[src/rtl/dsp_mac_pkg.sv]
`default_nettype none
// ============================================================================
// Module   : dsp_mac_pkg
// Brief    : Shared state encoding, OPMODE values and CE bit map for dsp_mac_seq.
// Revision : 1.0
// ============================================================================
package dsp_mac_pkg;

    localparam int STATE_W = 3;
    localparam logic [STATE_W-1:0] ST_IDLE   = 3'd0;
    localparam logic [STATE_W-1:0] ST_CLR    = 3'd1;
    localparam logic [STATE_W-1:0] ST_RUN    = 3'd2;
    localparam logic [STATE_W-1:0] ST_DRAIN  = 3'd3;
    localparam logic [STATE_W-1:0] ST_RESULT = 3'd4;

    localparam logic [7:0] OPM_FIRST  = 8'h01;
    localparam logic [7:0] OPM_ACC    = 8'h09;
    localparam int         PREADD_BIT = 4;

    localparam int CE_A       = 7;
    localparam int CE_B       = 6;
    localparam int CE_M       = 5;
    localparam int CE_C       = 4;
    localparam int CE_D       = 3;
    localparam int CE_CARRYIN = 2;
    localparam int CE_OPMODE  = 1;
    localparam int CE_P       = 0;

    function automatic logic [7:0] opm_sel(input logic first, input logic preadd);
        logic [7:0] v;
        v = first ? OPM_FIRST : OPM_ACC;
        v[PREADD_BIT] = preadd;
        return v;
    endfunction

endpackage
`default_nettype wire

[src/rtl/dsp_mac_flag_dly.sv]
`default_nettype none
// ============================================================================
// Module   : dsp_mac_flag_dly
// Brief    : DEPTH-stage shift register of {vld, first} tracking samples in the slice.
// Revision : 1.0
// ============================================================================
module dsp_mac_flag_dly #(
    parameter int DEPTH = 4
) (
    input  logic clk,
    input  logic rst,
    input  logic clr,
    input  logic shift_vld,
    input  logic shift_first,
    output logic opm_vld,
    output logic opm_first,
    output logic p_vld,
    output logic empty
);

    logic [DEPTH-1:0] r_vld;
    logic [DEPTH-2:0] r_first;

    always_ff @(posedge clk) begin
        if (rst || clr) begin
            r_vld   <= '0;
            r_first <= '0;
        end else begin
            r_vld   <= {r_vld[DEPTH-2:0], shift_vld};
            r_first <= {r_first[DEPTH-3:0], shift_first};
        end
    end

    // OPMODE is registered in the slice one stage ahead of the P register
    assign opm_vld   = r_vld[DEPTH-2];
    assign opm_first = r_first[DEPTH-2];
    assign p_vld     = r_vld[DEPTH-1];
    assign empty     = ~|r_vld;

endmodule
`default_nettype wire

[src/rtl/dsp_mac_seq.sv]
`default_nettype none
// ============================================================================
// Module   : dsp_mac_seq
// Brief    : N-sample signed MAC sequencer for an external dsp slice.
//            Define DSP_MAC_PREADD_EN to add in_d and use (D+B)*A products.
// Revision : 1.0
// ============================================================================
module dsp_mac_seq
    import dsp_mac_pkg::*;
#(
    parameter int ABD_WIDTH    = 18,
    parameter int CP_WIDTH     = 48,
    parameter int OPMODE_WIDTH = 8,
    parameter int LEN_WIDTH    = 16,
    parameter int DSP_LAT      = 4
) (
    input  logic                    CLK,
    input  logic                    RST,
    input  logic                    start,
    input  logic [LEN_WIDTH-1:0]    cfg_len,
    input  logic                    in_valid,
    output logic                    in_ready,
    input  logic [ABD_WIDTH-1:0]    in_a,
    input  logic [ABD_WIDTH-1:0]    in_b,
`ifdef DSP_MAC_PREADD_EN
    input  logic [ABD_WIDTH-1:0]    in_d,
`endif
    output logic                    out_valid,
    input  logic                    out_ready,
    output logic [CP_WIDTH-1:0]     out_p,
    output logic                    out_carry,
    output logic                    busy,
    output logic [ABD_WIDTH-1:0]    dsp_a,
    output logic [ABD_WIDTH-1:0]    dsp_b,
    output logic [ABD_WIDTH-1:0]    dsp_d,
    output logic [CP_WIDTH-1:0]     dsp_c,
    output logic [OPMODE_WIDTH-1:0] dsp_opmode,
    output logic                    dsp_carryin,
    output logic [7:0]              dsp_ce,
    output logic                    dsp_rst,
    input  logic [CP_WIDTH-1:0]     dsp_p,
    input  logic                    dsp_carryout
);

`ifdef DSP_MAC_PREADD_EN
    localparam logic C_PREADD = 1'b1;
    assign dsp_d = in_d;
`else
    localparam logic C_PREADD = 1'b0;
    assign dsp_d = '0;
`endif

    logic [STATE_W-1:0]   r_state;
    logic [STATE_W-1:0]   w_next;
    logic [LEN_WIDTH-1:0] r_len;
    logic [LEN_WIDTH-1:0] r_cnt;
    logic                 w_hs;
    logic                 w_last;
    logic                 w_opm_vld;
    logic                 w_opm_first;
    logic                 w_p_vld;
    logic                 w_empty;

    assign w_hs        = in_valid & in_ready;
    assign w_last      = (r_cnt == r_len - LEN_WIDTH'(1));
    assign dsp_a       = in_a;
    assign dsp_b       = in_b;
    assign dsp_c       = '0;
    assign dsp_carryin = 1'b0;

    dsp_mac_flag_dly #(
        .DEPTH (DSP_LAT)
    ) u_flag_dly (
        .clk         (CLK),
        .rst         (RST),
        .clr         (r_state == ST_CLR),
        .shift_vld   (w_hs),
        .shift_first (r_cnt == '0),
        .opm_vld     (w_opm_vld),
        .opm_first   (w_opm_first),
        .p_vld       (w_p_vld),
        .empty       (w_empty)
    );

    always_ff @(posedge CLK) begin
        if (RST) r_state <= ST_IDLE;
        else     r_state <= w_next;
    end

    always_comb begin
        w_next = r_state;
        case (r_state)
            ST_IDLE:   if (start) w_next = (cfg_len == '0) ? ST_RESULT : ST_CLR;
            ST_CLR:    w_next = ST_RUN;
            ST_RUN:    if (w_hs && w_last) w_next = ST_DRAIN;
            ST_DRAIN:  if (w_empty) w_next = ST_RESULT;
            ST_RESULT: if (out_ready) w_next = ST_IDLE;
            default:   w_next = ST_IDLE;
        endcase
    end

    always_comb begin
        in_ready  = 1'b0;
        out_valid = 1'b0;
        busy      = (r_state != ST_IDLE);
        dsp_rst   = 1'b0;
        case (r_state)
            ST_IDLE:   dsp_rst   = 1'b1;
            ST_CLR:    dsp_rst   = 1'b1;
            ST_RUN:    in_ready  = (r_cnt != r_len);
            ST_RESULT: out_valid = 1'b1;
            default:   ;
        endcase
        dsp_ce             = '0;
        dsp_ce[CE_A]       = w_hs;
        dsp_ce[CE_B]       = w_hs;
        dsp_ce[CE_M]       = w_hs;
        dsp_ce[CE_D]       = w_hs & C_PREADD;
        dsp_ce[CE_OPMODE]  = w_opm_vld;
        dsp_ce[CE_P]       = w_p_vld;
        dsp_opmode = w_opm_vld ? OPMODE_WIDTH'(opm_sel(w_opm_first, C_PREADD)) : '0;
    end

    always_ff @(posedge CLK) begin
        if (RST) begin
            r_len     <= '0;
            r_cnt     <= '0;
            out_p     <= '0;
            out_carry <= 1'b0;
        end else begin
            case (r_state)
                ST_IDLE: begin
                    if (start) begin
                        r_len <= cfg_len;
                        r_cnt <= '0;
                        if (cfg_len == '0) begin
                            out_p     <= '0;
                            out_carry <= 1'b0;
                        end
                    end
                end
                ST_RUN: begin
                    if (w_hs) r_cnt <= r_cnt + LEN_WIDTH'(1);
                end
                ST_DRAIN: begin
                    if (w_empty) begin
                        out_p     <= dsp_p;
                        out_carry <= dsp_carryout;
                    end
                end
                default: ;
            endcase
        end
    end

endmodule
`default_nettype wire
[config.mk]
export PLATFORM = sky130hd
export DESIGN_NAME = dsp_mac_seq
export DESIGN_NICKNAME = d
export VERILOG_FILES = /design/src/rtl/dsp_mac_pkg.sv /design/src/rtl/dsp_mac_flag_dly.sv /design/src/rtl/dsp_mac_seq.sv
export SDC_FILE = /design/constraint.sdc
export NUM_CORES = 1
export LEC_CHECK = 0
export CORE_MARGIN = 5
export CORE_UTILIZATION = 39
export CTS_CLUSTER_SIZE = 28
export DETAILED_ROUTE_END_ITERATION = 8
export PLACE_DENSITY = 0.79
export SETUP_SLACK_MARGIN = 0.15
export SYNTH_ARGS = -nofsm -noshare
export SYNTH_HDL_FRONTEND = slang
export SYNTH_SLANG_ARGS = --single-unit
[constraint.sdc]
create_clock -name CLK -period 2.9 [get_ports CLK]
set_clock_uncertainty 0.05 [all_clocks]
set_input_delay 0.58 -clock CLK [delete_from_list [all_inputs] [get_ports CLK]]
set_output_delay 0.58 -clock CLK [all_outputs]
set_load 0.005 [all_outputs]
* Word level (Yosys, flattened, before mapping)
Cells that the tools add are included.
Word-level totals: bits in registers 91, bits of input ports 106, output and inout port bits 172, word-level logic and storage cells 58
Cells by class: add/sub/neg operators 2, eq/ne operators 12, mux-type cells 22, bitwise gates (word level) 1, reduce and logical (&&, ||, !) cells 14
Operators by type and width (count):
- $mux 48 | 3
- $pmux 48 s2 | 1
- $logic_not 16->1 | 2
- $mux 16 | 2
- $pmux 16 s2 | 1
- $add 16x1->16 const B | 1
- $eq 16x16->1 | 1
- $ne 16x16->1 | 1
- $sub 16x1->16 const B | 1
- $mux 3 | 5
- $pmux 3 s5 | 1
- $ne 2x2->1 const B | 5
- $mux 4 | 2
- $reduce_and 4->1 | 2
- $eq 3x2->1 const B | 2
- $mux 1 | 6
- $reduce_bool 2->1 | 2
- $reduce_or 4->1 | 1
- $eq 3x1->1 const B | 1
- $eq 3x3->1 const B | 1
- $logic_not 3->1 | 1
- $reduce_and 3->1 | 1
- $reduce_bool 3->1 | 1
- $ne 2x1->1 const B | 1
- other kinds (6) | 6

* Logic depth before layout (Yosys ltp)
depth in word-level cells 6, depth in mapped cells 10

* Cells and area by module
From an unflattened synthesis, not the netlist that was laid out.
Second synthesis, totals: cells, all modules 581, area total of the unflattened synthesis 4844.6 sq um
By module, submodules not included:
- dsp_mac_seq | times used 1, cells an instance 566, area each 4645.7 sq um, sequential area each 1681.6 sq um
- dsp_mac_flag_dly | times used 1, cells an instance 15, area each 198.9 sq um, sequential area each 140.1 sq um

* Worst setup path after synthesis
Ideal clock, no wire load.
path kind register to output, start register r_cnt[7], end output dsp_ce[5], arrival time 1.942 ns, required time 2.270 ns, slack 0.328 ns, stages on the path, launching flop included 9, cells stage by stage dfxtp_1 -> clkbuf_1 -> xnor2_1 -> nand2_1 -> or4_1 -> o211ai_2 -> buf_4 -> inv_2 -> buf_4
Between the ends: cells in the longest elaborated chain, start to end 3
RTL lines:
- start, declared | line dsp_mac_seq.sv:56 | logic [LEN_WIDTH-1:0] r_cnt;
- start signal, assigned | line dsp_mac_seq.sv:143 | if (w_hs) r_cnt <= r_cnt + LEN_WIDTH'(1);
- $ne 16x16->1 | line dsp_mac_seq.sv:110 | ST_RUN: in_ready = (r_cnt != r_len);
- $mux 1 | line dsp_mac_seq.sv:107 | case (r_state)
- $and 1x1->1 | line dsp_mac_seq.sv:64 | assign w_hs = in_valid & in_ready;
- end, declared | line dsp_mac_seq.sv:39 | output logic [7:0] dsp_ce,
Every way passes these cells.

* Worst setup path after layout
start register r_len[2], end output dsp_ce[6]
Between the ends: cells in the longest elaborated chain, start to end 3
RTL lines:
- start, declared | line dsp_mac_seq.sv:55 | logic [LEN_WIDTH-1:0] r_len;
- start signal, assigned | line dsp_mac_seq.sv:134 | r_len <= cfg_len;
- $ne 16x16->1 | line dsp_mac_seq.sv:110
- $mux 1 | line dsp_mac_seq.sv:107
- $and 1x1->1 | line dsp_mac_seq.sv:64
Every way passes these cells.

==> run_results.csv <==
group,metric,value,unit
worst_setup_path,worstPathRequired,2.27,ns
power,ir_worst_vdd,321,uV
grt,grt_most_used_layer,"met2",
power,internal_power,2520,uW
sta,final_min_period_over_clock_period,0.933,
power,power_leakage,0.00237,uW
worst_setup_path,path_cells,"xor2_1 > nand4b_1 > or4_4 > o211ai_4 > inv_2 > dlygate4sd2_1",
grt,first_global_vias,3876,
synthesis,synth_largest_type_area_fraction,0.374,
power,p_per_area,611,nW/um2
die,die_width,122,um
sta,report.final.hold_viol_count,0,
placement,portBuffers,129,
synthesis,synth.avg_cell_area,8.28,um2
clock_tree,cts_hold_repair.buffers,0,
worst_setup_path,timing.critical_path.from_type,"flop",
worst_setup_path,kind_of_capture_point_of_the_worst_setup_path,"output port",
clock_tree,cts.clk_slew.worst_paths,0.07,ns
flow_run,drv.max_cap_violation_count,0,
synthesis,synth.largest_area_cell,"dfxtp_1",
clock_tree,tritoncts_clock_tree,"yes",
placement,gpl.final_weighted_congestion,0.974,
final_layout,areaGrowthSynthToFinish,26.3,%
grt,grt_start_max_net_pins,65,
synthesis,seq_area_frac_synth,0.374,
hold_path,min-delay-start,"u_flag_dly.r_first[0]",
synthesis,yosys_most_used_dff,"dfxtp_1",
grt,globalRoute.totalOverflow,0,
clock_tree,number_of_sinks_handled_by_clock_tree_synthesis,91,
sta,timing.setup.tns,0,ns
detailed_routing,totalWireLength,12.4,mm
synthesis,yosys-top-cells-area,"dfxtp_1 37%, buf_4 18%, a22oi_1 7.5%",
sta,setup_violations,0,
clock_tree,cts.root.buffer_cell,"clkbuf_16",
worst_setup_path,crit_path_max_incr_delay,0.47,ns
power,seq_power_share,0.389,
detailed_routing,final_antenna_net_count,0,
sta,fmax,370,MHz
power,power_switching_share,0.330,
grt,global_route.usage.met1,0.194,
power,share_comb_of_total_power,0.314,
synthesis,post_synth_num_cell_types,46,
detailed_routing,first_pass_drt_iterations,5,
detailed_routing,post_drt_via_cell_ratio,4.73,
detailed_routing,drt_drc_violations_left,0,
power,power.total,3760,uW
synthesis,synthArstFlopShare,0,
final_layout,fillers,1131,
worst_setup_path,reg2regPathDepth,7,
synthesis,post_synth_inst_count,589,
final_layout,drive_above_1_share,0.0945,
worst_setup_path,arrival,2.07,ns
worst_setup_path,slowest_stage,"or4_4",
die,die_h,122,um
clock_tree,worstSkewPairLatency,0.34,ns
detailed_routing,avgRoutedWirePerCell,14.7,um
sta,final_period_minus_worst_setup_slack,2.70,ns
power,power.net_switching,1240,uW
clock_tree,number_of_buffers_inserted_during_clock_tree_synthesis,9,
sta,tightest_pin_transition,0.684,ns
synthesis,postSynthRegisterBits,91,
grt,grt_pass1_wl,19.2,mm
synthesis,syn-cell-area,4880,um2
synthesis,yosysWarningCount,0,
sta,setup_repair_after_global_routing_missed_its_margin,"yes",
power,power_frac_clock,0.298,
die,num_rows,40,
sta,pins_over_their_slew_limit,0,
hold_path,worstHoldPathCells,1,
final_layout,nets,781,
die,number_of_primary_i_o_pins,278,
sta,max-slew-margin-rel,0.544,
final_layout,utilization,0.509,
final_layout,layout_commonest_cell,"clkdlybuf4s50_1",
clock_tree,cts-htree-levels,3,
placement,detailed_place_hpwl,9.10,mm
die,die-area,14800,um2
grt,fraction_of_met2_tracks_used_by_global_routing,0.256,
hold_path,worst_hold_path_type,"flop to flop",
grt,grt.total_usage,0.160,
die,start_util,0.403,
grt,grtUsageMet3,0.0738,
worst_setup_path,cp_max_fo,4,
final_layout,regArea,1830,um2
detailed_routing,vias,4000,
worst_setup_path,rr_startpoint,"r_len[2]",
sta,hold_slack,0.379,ns
synthesis,synth-edff-count,0,
status,status,"finished clean",
final_layout,multiInputGateArea,2330,um2
worst_setup_path,crit_path_start,"r_len[2]",
worst_setup_path,worst-setup-path-type,"flop to output port",
detailed_routing,dr.first_iter.drc_count,197,
die,core_area,12100,um2
final_layout,most-common-layout-cells,"124 x clkdlybuf4s50_1, 82 x dfxtp_1, 81 x nor2_1, 76 x conb_1, 49 x a22oi_1",
grt,grt_antenna_before_repair,0,
final_layout,antenna_cells_inserted,0,
clock_tree,number_of_buffers_on_the_longest_clock_path,2,
## path summary, 6_finish.rpt
kind / to / slack (ns)
hold reg to reg: u_flag_dly.r_first[1] / 0.38
setup reg to reg: r_state[0] / 0.33
hold / removal: u_flag_dly.r_first[1] / 0.38
setup / recovery: dsp_ce[6] / 0.20
## worst max-delay path: cells and delay by family (launching register included)
family / cells / cell delay [ns]
simple gates: 2 / 0.70
flops: 1 / 0.33
compound gates: 1 / 0.19
xor+xnor: 1 / 0.17
buf+inv: 2 / 0.35
## flip-flops by register name, summed over array words and instances (netlist names)
signal / count
out_carry: 1
out_p: 48
r_state: 3
r_cnt: 16
u_flag_dly.r_first: 3
r_len: 16
u_flag_dly.r_vld: 4
## stage by stage
stage / cells / instance area [um2] / setup slack, ns
3_5_place_dp: 828 / 5810 / 0.186
3_3_place_gp: 828 / 5810 / 0.207
2_1_floorplan: 664 / 5160 / 0.328
6_report: 845 / 6160 / 0.195
5_1_grt: 845 / 6160 / 0.121
4_1_cts: 844 / 6120 / 0.235
## kinds of logic after synthesis
kind of cell             share of synthesized area
AND/OR/NAND/NOR                              0.199
buffers and inverters                        0.219
flip-flops                                   0.374
AO/OA/AOI/OAI                                0.122
XOR/XNOR                                    0.0718
adder cells (fa/ha/maj)                    0.00770
multiplexers                               0.00616
other                                     0.000769
## routing by layer
layer	vias up	share of wire
li1	1953	-
met5	-	0
met1	1820	0.39
met4	0	0.016
met3	23	0.12
met2	204	0.47
## power groups by stage
| stage | logic, uW | clock network (uW) | registers (uW) |
|---|---|---|---|
| final | 1180 | 1120 | 1460 |
| after floorplan | 828 | 0 | 1450 |
| after detailed placement | 1150 | 0 | 1480 |
| after global placement | 1140 | 0 | 1480 |
| after CTS | 1160 | 1150 | 1460 |
| after global routing | 1300 | 1200 | 1480 |
## area by class of cell
type	instances	area share
multi-input cells	411	0.379
flip-flops and latches	91	0.298
repair buffers	150	0.238
clock buffers	9	0.0366
well taps	168	0.0341
clock inverters	7	0.00975
inverters	9	0.00548
## cells in the mapped netlist (all sizes together), types with 9 or more instances
library cell,n
a21oi,22
a22oi,49
inv,9
clkbuf,30
nand3,9
nor2,81
xor2,12
nand2,48
nor4,17
xnor2,28
buf,123
nor3,16
dfxtp,91
## what timing repair did
item | CTS | global route
gates resized for setup | 12 | 8
hold endpoints to repair | 0 | 0
pin swaps | 1 | 0
setup buffers | 0 | 1
setup endpoints to repair | 4 | 3
Power figures use the tool's default switching activity.
